--- src/rtl/input_ctrl_ar.sv ---
// input_ctrl_ar: button decoder with per-button auto-repeat strobes, conflict detection and mode select
module input_ctrl_ar #(
  parameter int               N_BTN        = 5,
  parameter int               MAX_ACTIVE   = 1,
  parameter int               REPEAT_DELAY = 30,
  parameter int               REPEAT_RATE  = 8,
  parameter logic [N_BTN-1:0] REPEAT_MASK  = 5'b00011,
  parameter logic [N_BTN-1:0] MOVE_MASK    = 5'b00011,
  parameter logic [N_BTN-1:0] AIM_MASK     = 5'b01100
) (
  input  logic             clk,
  input  logic             reset,
  input  logic             ena,
  input  logic [N_BTN-1:0] btn,
  input  logic             start_new_game,
  output logic [N_BTN-1:0] pulse,
  output logic [4:0]       select,
  output logic             conflict
);
  localparam int MX = REPEAT_DELAY > REPEAT_RATE ? REPEAT_DELAY : REPEAT_RATE;
  localparam int CW = MX > 1 ? $clog2(MX) : 1;
  localparam int PW = $clog2(N_BTN + 1);
  localparam logic [CW-1:0] D_END = CW'(REPEAT_DELAY - 1);
  localparam logic [CW-1:0] R_END = CW'(REPEAT_RATE - 1);
  typedef enum logic [1:0] {IDLE, DELAY, REPEAT} state_t;
  logic [PW-1:0]    w_cnt;
  logic             w_valid;
  logic [4:0]       w_sel_nxt;
  logic [N_BTN-1:0] r_prev;
  logic             r_sng_d;
  always_comb begin
    w_cnt = '0;
    for (int k = 0; k < N_BTN; k++) w_cnt = w_cnt + PW'(btn[k]);
  end
  assign w_valid   = 32'(w_cnt) <= MAX_ACTIVE;
  assign w_sel_nxt = !w_valid                   ? 5'b00000 :
                     r_sng_d                    ? 5'b00100 :
                     start_new_game             ? 5'b00010 :
                     (btn & MOVE_MASK) != '0    ? 5'b10000 :
                     (btn & AIM_MASK)  != '0    ? 5'b01000 : 5'b00000;
  always_ff @(posedge clk or negedge reset)
    if (!reset) begin
      r_prev   <= '0;
      r_sng_d  <= 1'b0;
      select   <= '0;
      conflict <= 1'b0;
    end else if (ena) begin
      r_prev   <= btn;
      r_sng_d  <= start_new_game;
      select   <= w_sel_nxt;
      conflict <= !w_valid;
    end
  for (genvar i = 0; i < N_BTN; i++) begin : g_btn
    state_t        r_st;
    logic [CW-1:0] r_cnt;
    logic          r_pls;
    assign pulse[i] = r_pls;
    // strobe self-clears every clk so it is one clk wide even when ena is sparse
    always_ff @(posedge clk or negedge reset)
      if (!reset) begin
        r_st  <= IDLE;
        r_cnt <= '0;
        r_pls <= 1'b0;
      end else begin
        r_pls <= 1'b0;
        if (ena) begin
          if (!w_valid) begin
            r_st  <= IDLE;
            r_cnt <= '0;
          end else case (r_st)
            IDLE: if (btn[i] && !r_prev[i]) begin
              r_pls <= 1'b1;
              r_cnt <= '0;
              r_st  <= DELAY;
            end
            DELAY: if (!btn[i]) begin
              r_st  <= IDLE;
              r_cnt <= '0;
            end else if (REPEAT_MASK[i] && r_cnt == D_END) begin
              r_pls <= 1'b1;
              r_cnt <= '0;
              r_st  <= REPEAT;
            end else if (r_cnt != D_END) r_cnt <= r_cnt + 1'b1;
            REPEAT: if (!btn[i]) begin
              r_st  <= IDLE;
              r_cnt <= '0;
            end else if (r_cnt == R_END) begin
              r_pls <= 1'b1;
              r_cnt <= '0;
            end else r_cnt <= r_cnt + 1'b1;
            default: begin
              r_st  <= IDLE;
              r_cnt <= '0;
            end
          endcase
        end
      end
  end
endmodule
--- config.mk ---
export PLATFORM = sky130hd
export DESIGN_NAME = input_ctrl_ar
export DESIGN_NICKNAME = d
export VERILOG_FILES = /design/src/rtl/input_ctrl_ar.sv
export SDC_FILE = /design/constraint.sdc
export NUM_CORES = 1
export LEC_CHECK = 0
export ABC_AREA = 1
export BUFFER_PORTS_ARGS = -buffer_cell sky130_fd_sc_hd__clkbuf_2
export CELL_PAD_IN_SITES_DETAIL_PLACEMENT = 1
export CELL_PAD_IN_SITES_GLOBAL_PLACEMENT = 2
export CORE_UTILIZATION = 32
export CTS_BUF_LIST = sky130_fd_sc_hd__clkbuf_4 sky130_fd_sc_hd__clkbuf_8
export CTS_CLUSTER_DIAMETER = 50
export DETAILED_ROUTE_END_ITERATION = 10
export PLACE_DENSITY_LB_ADDON = 0.1
export SLEW_MARGIN = 15
export SYNTH_ARGS = -nofsm -noshare
export SYNTH_HDL_FRONTEND = slang
export SYNTH_SLANG_ARGS = --single-unit
--- constraint.sdc ---
create_clock -name clk -period 1.4 [get_ports clk]
set_clock_uncertainty 0.15 [all_clocks]
set_input_delay 0.21 -clock clk [delete_from_list [all_inputs] [get_ports clk]]
set_output_delay 0.21 -clock clk [all_outputs]
set_load 0.05 [all_outputs]
## Word level (Yosys, flattened, before mapping)

Index checks and enable logic that the tools add are counted.

| storage, ports and cells | value |
|---|---|
| register bits | 52 |
| input bits | 9 |
| output and inout bits | 11 |
| word-level logic and storage cells | 199 |

| cells by class | value |
|---|---|
| $add $sub $neg | 9 |
| $lt $le $gt $ge | 1 |
| equality and inequality tests | 39 |
| mux-type cells | 100 |
| reductions and logical operators | 31 |

Operators by type and width:

| kind | number |
|---|---|
| 2-to-1 mux 5 bit | 36 |
| case mux 5 bit (3 select lines) | 5 |
| 2-to-1 mux 2 bit | 19 |
| inequality test 5 bit (second input constant) | 7 |
| inequality test 3 bit (second input constant) | 10 |
| 2-to-1 mux 1 bit | 29 |
| adder 5 x 1 -> 5 bit (second input constant) | 5 |
| == test 5 x 3 -> 1 bit (second input constant) | 5 |
| AND reduction 3 bit | 8 |
| inequality test 4 bit (second input constant) | 5 |
| case mux 2 bit (2 select lines) | 3 |
| case mux 2 bit (3 select lines) | 2 |
| == test 2 x 1 -> 1 bit (second input constant) | 5 |
| == test 2 bit (second input constant) | 5 |
| == test 5 bit (second input constant) | 2 |
| logical NOT 2 bit | 5 |
| nonzero test 5 bit | 2 |
| AND reduction 4 bit | 2 |
| adder 3 x 1 -> 3 bit | 2 |
| logical NOT 1 bit | 6 |
| case mux 1 bit (2 select lines) | 3 |
| case mux 1 bit (3 select lines) | 2 |
| OR reduction 2 bit | 3 |
| logical AND 1 bit | 5 |
| other kinds (4) | 4 |

## Longest topological paths before layout

Gate-level depths: netlist of the first run.

| depth | value |
|---|---|
| depth in word-level cells | 7 |
| depth in mapped cells | 12 |
| mapped depth without buffers | 12 |

## Least setup slack after synthesis of the first run

OpenSTA, ideal clock, no wires.

| timing | value |
|---|---|
| path type | input port to flip-flop |
| start | input port btn[0] |
| end | register g_btn[0].r_st[0] |
| setup time | 117 ps |
| arrival time | 1694 ps |
| data required time | 1133 ps |
| path slack | -561 ps |
| stages | 12 |
| cells stage by stage | inv_1 fa_1 inv_1 ha_1 nand2_2 nand2_4 buf_6 nor2_2 nand2_1 nand2_1 nand2_1 nand2_1 |

| on the way | value |
|---|---|
| word-level cells in the longest chain between the ends | 7 |
| elaborated cells on any way between the ends | 13 |
| classes of those cells | add/sub: 4; order compare: 1; eq/ne: 3; mux: 3; reduce/logical: 2 |

RTL lines:

| element | RTL line | text |
|---|---|---|
| start, declared | 14 | `input logic [N_BTN-1:0] btn,` |
| adder 1 x 1 -> 2 bit | 33 | `for (int k = 0; k < N_BTN; k++) w_cnt = w_cnt + PW'(btn[k]);` |
| adder 2 x 1 -> 3 bit | 33 |  |
| adder 3 x 1 -> 3 bit (2 in series) | 33 |  |
| <= comparator 3 x 1 -> 1 bit | 35 | `assign w_valid = 32'(w_cnt) <= MAX_ACTIVE;` |
| inequality test 4 bit (no line) / inequality test 3 bit (equally long branches) | - |  |
| AND reduction 4 bit (no line) | - |  |
| end signal, assigned | 61 | `r_st <= IDLE;` |
| end signal, assigned | 68 | `r_st <= IDLE;` |
| end signal, assigned | 74 | `r_st <= DELAY;` |
| end, declared | 54 | `state_t r_st;` |

Several ways; a longest one is shown, not always the timed one.
A chain may end at the register's enable or synchronous reset.

## Final worst setup path of the first run

| timing | value |
|---|---|
| start | input port btn[1] |
| end | register g_btn[1].r_st[0] |

| on the way | value |
|---|---|
| word-level cells in the longest chain between the ends | 7 |
| elaborated cells on any way between the ends | 13 |
| classes of those cells | add/sub: 4; order compare: 1; eq/ne: 3; mux: 3; reduce/logical: 2 |

RTL lines:

| element | RTL line |
|---|---|
| adder 1 x 1 -> 2 bit | 33 |
| adder 2 x 1 -> 3 bit | 33 |
| adder 3 x 1 -> 3 bit (2 in series) | 33 |
| <= comparator 3 x 1 -> 1 bit | 35 |
| inequality test 4 bit (no line) / inequality test 3 bit (equally long branches) | - |
| AND reduction 4 bit (no line) | - |
| end signal, assigned | 61 |
| end signal, assigned | 68 |
| end signal, assigned | 74 |
| end, declared | 54 |

Several ways; a longest one is shown, not always the timed one.

==> results of run 1 <==
Yosys cell counts, drive strengths merged, types with 2 or more instances:
master	instances	area, sq um
ha	15	188
nand3	15	75.1
or3	2	12.5
buf	9	72.6
o211ai	3	22.5
inv	36	135
o21ai	17	88.8
nand2	86	343
dfrtp	33	826
nand4	7	43.8
nor2	21	91.3
nor3	2	10.0
or2	3	18.8
a21oi	4	20.0
power by group through the flow:
stage / combinational (uW) / sequential [uW] / clock (uW)
5_1_grt: 962 / 1050 / 791
2_1_floorplan: 396 / 1100 / 0
3_3_place_gp: 783 / 1060 / 0
6_report: 861 / 1040 / 735
4_1_cts: 862 / 1040 / 758
3_5_place_dp: 794 / 1060 / 0
sequential cells by signal (all words and copies together) (netlist names):
register,flops
g_btn.r_st,7
conflict,1
g_btn.r_cnt,10
r_sng_d,1
r_prev,5
select,4
g_btn.r_pls,5
stage by stage:
stage / setup TNS [ns] / power (uW) / hold WS [ns] / cells / util, %
floorplan: -10.45 / 1500 / -0.236 / 259 / -
global placement: -19.98 / 1840 / 0.126 / 389 / 41.9
detailed placement: -20.98 / 1860 / 0.122 / 389 / 41.9
CTS: -9.57 / 2660 / 0.0151 / 402 / 45.2
global route: -10.86 / 2810 / 0.00941 / 403 / 45.7
finish: -8.56 / 2640 / -0.00541 / 403 / 45.7
logic make-up (layout without fill, tap and decap cells):
kind of cell	Yosys count	count (layout)
AND/OR/NAND/NOR	137	137
XOR/XNOR	1	1
buffers and inverters	45	114
AO/OA/AOI/OAI	26	26
adder cells (fa/ha/maj)	16	16
other	1	1
flip-flops	33	33
per-layer routing:
| layer | global-route usage (%) | vias up |
|---|---|---|
| met5 | 0 | - |
| met4 | 5.36 | 0 |
| met3 | 3.60 | 7 |
| met2 | 29.9 | 22 |
| met1 | 23.3 | 836 |
| li1 | - | 942 |
final cells by class:
| class | instances | area [sq um] |
|---|---|---|
| fill | 744 | 3250 |
| multi-input combinational | 181 | 1050 |
| sequential | 33 | 826 |
| timing repair buffer | 70 | 532 |
| inverter | 36 | 155 |
| tap | 75 | 93.8 |
| clock buffer | 5 | 68.8 |
| clock inverter | 3 | 17.5 |
worst register-to-register path, delay by kind of cell, from the launching register on:
| kind | cells | cell delay, ns |
|---|---|---|
| flip-flops | 1 | 0.38 |
| adder cells (fa/ha/maj) | 1 | 0.33 |
| AND/OR/NAND/NOR | 5 | 0.52 |
| buffers and inverters | 2 | 0.14 |
worst paths after layout:
kind                       slack, ns           endpoint  depth (start not counted)             start
max                            -0.39   g_btn[1].r_st[0]                         12            btn[1]
min in group asynchronous       0.34     g_btn[3].r_pls                          3             reset
max reg2reg                    -0.18  g_btn[1].r_cnt[3]                          8  g_btn[1].r_st[0]
max in group asynchronous       0.46  g_btn[1].r_cnt[2]                          3             reset
min reg2reg                     0.33          r_prev[3]                          2         r_prev[3]
min                           -0.005          r_prev[1]                          3            btn[1]
repair_timing:
| item | CTS | global route |
|---|---|---|
| resized for setup | 18 | 9 |
| hold buffers | 1 | 0 |
| pin swaps | 15 | 10 |
| setup buffers | 4 | 1 |
| endpoints found under the hold margin | 33 | 0 |
| setup endpoints to repair | 27 | 27 |
==> run metrics, run 1 <==
Switch Pwr 912 uW; met3 WL 133 um; Die ar. 6570 sq um; most common cell after layout, fill and taps aside nand2_1; worst setup margin -0.390 ns; Syn-to-layout area delta 37.0%; pwr dens 963 nW/um^2; Remaining DRCs 0; nets@finish 352; clock sink count 33; number of global-route vias before repair 1,904; ys async rst share 100%; port bufs 18; first-pass GRT wire length 8890 um; antenna-violating nets left 0; Clk pin slew, worst setup/hold paths 0.08 ns; max-slew violations 0; largest family of logic cells by synthesized area simple AND/OR/NAND/NOR gates; Synth Area in Simple Gates 30.1%; total gr overflow 0; Synth Area in Adders 10.4%; Hold WS -0.00541 ns; DRT iter0 DRCs 32; initial antenna violation count 0; met2 wire len 2360 um; # diodes 0; fmax 559 MHz; crit path capture type flop; Final setup viols 27; CTS Buf Count 5; Crit Path Max Fanout 8; gp weighted congestion 0.739; Starting Density 33.4%; row count 28; Crit path required time 1.44 ns; Syn Nets 284; number of flops mapped to enable cells by yosys 0; Comb power frac 32.6%; CP bufs+invs 3; GRT Total Usage 17.9%; xor and xnor fraction of the mapped netlist area 0.438%; DRT Pass-1 Iters 4; share of cells above drive strength 1 32.3%; CTS tree done; Synth Warn # 0; Maximum Capacitance Violations 0; DRT Wirelength 5120 um; syn_area_per_cell 7.72 sq um; mux contribution to synthesized area 0%; Int Pwr 1730 uW; run status finished, violations left; sw frac 34.6%; crit path kind input pin to flop; failing checks negative hold slack, negative setup slack; CTS max path bufs 2; drt via density 4.48; worst vdd ir 513 uV; Netlist cell types 30; critical path arrival 1.83 ns; Hold Vio Cnt, Final 1; RSZ-0062 raised after global routing yes; via count 1,807; worst hold path class input pin to flop; Leak 0.00146 uW; sequential power share 39.5%; Top FF cell, synth dfrtp_1; post-synthesis sequential element count 33; sequential fraction of the synthesis area 41.3%; die width 81.1 um; max layer used met4; Place WS -0.922 ns; compound-cell area share of the yosys netlist 7.25%; crit-path cells buf_8 -> inv_6 -> fa_1 -> inv_2 -> ha_4 -> nand2_4 -> nand2_4 -> nand2_4 -> o21ai_2 -> nand2_1 -> nand2_1 -> nand2_1; Slowest cell on crit path fa_1; Top delay family on crit path adder cells; startpoint types input pin; Clock Latency Late Sink 0.29 ns; most frequent cells in the layout 79 x nand2_1, 48 x buf_4, 33 x dfrtp_1; CTS H-tree depth 2; hpwl dp 4030 um; CTS root buf clkbuf_8; largest net degree at the start of global routing 34; routed length per instance 12.7 um; post-route minimum period 1.79 ns; Largest stage delay, worst path 0.54 ns; Die Height 81.1 um; Mapped Cells 259; number of top-level pins 20; DRT met1 WL 2570 um; design area 2740 sq um; Final period util 128%; Clk pwr share 27.8%; Post-DP Area 2510 sq um; synthesized area 2000 sq um; core area 5990 sq um
(Power assumes the default switching activity.)
==> inputs of run 2 (changes only) <==
Settings changed: CORE_UTILIZATION 32 to 36.
Clock period 1.4 ns to 2 ns, I/O delays scaled along.
==> run metrics, run 2 (synthesis results as in run 1) <==
Slowest cell on crit path fa_1; GRT Total Usage 18.8%; Leak 0.00129 uW; max reg flops 10; run status complete, no violations; Die Height 76.6 um; crit path capture type flop; sw frac 32.8%; share of cells above drive strength 1 21.0%; Largest stage delay, worst path 0.54 ns; Comb power frac 26.8%; CTS Buf Count 5; gp weighted congestion 0.771; # diodes 0; row count 26; Clock Latency Late Sink 0.29 ns; Top delay family on crit path adder cells; CTS max path bufs 2; max-slew violations 0; clock sink count 33; most frequent CP cell nand2_1; routed length per instance 13.4 um; DRT iter0 DRCs 51; antenna-violating nets left 0; Remaining DRCs 0; Maximum Capacitance Violations 0; worst vdd ir 326 uV; via count 1,720; port bufs 18; worst hold path class input pin to flop; CTS tree done; largest net degree at the start of global routing 34; Top reg by flops g_btn.r_cnt; Starting Density 38.2%; DRT Pass-1 Iters 4; Clk pwr share 31.7%; Crit Path Max Fanout 5; Final setup viols 0; design area 2420 sq um; die width 76.6 um; Clk pin slew, worst setup/hold paths 0.07 ns; RSZ-0062 raised after global routing yes; crit-path cells buf_8 -> inv_4 -> fa_1 -> inv_2 -> ha_4 -> nand2_4 -> nand4_1 -> nor2_1 -> nor2_2 -> nand2_2 -> nand2_1 -> nand2_1; pwr dens 733 nW/um^2; most common cell after layout, fill and taps aside nand2_1; nets@finish 319; number of global-route vias before repair 1,810; fmax 525 MHz; CTS H-tree depth 2; Crit path required time 2.03 ns; Largest regs g_btn.r_cnt (10), g_btn.r_st (7); Int Pwr 1190 uW; Syn-to-layout area delta 21.0%; total gr overflow 0; post-route minimum period 1.91 ns; Switch Pwr 581 uW; Final period util 95.3%; Post-DP Area 2240 sq um; most frequent cells in the layout 80 x nand2_1, 33 x dfrtp_1, 31 x inv_1; initial antenna violation count 0; Die ar. 5860 sq um; startpoint types input pin; CP bufs+invs 3; DRT Wirelength 4880 um; crit path kind input pin to flop; sequential power share 41.6%; number of top-level pins 20; FF-to-FF setup slack 0.42 ns; CTS root buf clkbuf_8; post-route setup TNS 0 ns; core area 5240 sq um; drt via density 4.71; first-pass GRT wire length 8600 um; Hold Vio Cnt, Final 0; Fill cells 660; hpwl dp 3760 um; critical path arrival 1.93 ns
==> run 2: cell count changes in the layout (fill, tap and decap cells not counted), sizes merged <==
cell      change
buf          -32
clkbuf        +1
clkinv        -1
clkinvlp      -1
==> run 2: layout make-up <==
cell class,instances,area [sq um],area share [%]
Sequential cell,33,826,34.1
Clock buffer,7,96.3,3.98
Multi-Input combinational cell,181,997,41.2
Tap cell,70,87.6,3.62
Clock inverter,1,5.00,0.207
Inverter,36,143,5.89
Timing Repair Buffer,37,267,11.0
==> run 2: metal layers <==
layer / up-vias / track usage [%] / share of wire, %
met2: 31 / 29.5 / 44
met5: - / 0 / 0
met1: 807 / 25.4 / 51
met3: 6 / 4.31 / 3.2
li1: 876 / - / -
met4: 0 / 6.35 / 1.4
==> run 2: metrics by stage <==
stage	power [uW]	setup WS, ns	cells	hold WS (ns)	util [%]
global route	1890	-0.0112	365	0.123	46.2
detailed placement	1190	-0.323	354	0.212	42.8
finish	1770	0.0941	365	0.114	46.2
floorplan	1040	0.00473	259	-0.146	-
global placement	1180	-0.316	354	0.214	42.8
CTS	1770	0.00409	364	0.106	45.3
==> run 2: worst min-delay path, cell delays in order <==
cell      delay, ns
clkbuf_2       0.11
nand2_1        0.05
o21ai_0        0.06
==> run 2: power by group through the flow <==
stage                     clock (uW)  combinational (uW)  sequential, uW
after floorplan                    0                 267             770
after global placement             0                 436             748
after detailed placement           0                 441             751
after CTS                        579                 456             739
after global routing             611                 536             743
final                            562                 475             737
==> run 2: path summary, 6_finish.rpt <==
path,cells past startpoint,to,start
max,12,g_btn[0].r_st[1],btn[3]
min,3,r_sng_d,start_new_game
max reg2reg,8,g_btn[0].r_st[1],g_btn[0].r_st[0]
min reg2reg,2,r_prev[2],r_prev[2]
max in group asynchronous,3,g_btn[1].r_st[0],reset
min in group asynchronous,3,r_prev[3],reset
==> run 2: repair_timing <==
item                                    in CTS  in global routing
endpoints found under the hold margin       33                  0
hold buffers                                 1                  0
pin swaps                                    2                  8
buffers inserted                             1                  1
endpoints found under the setup margin       6                 24
gates resized for setup                      4                 14
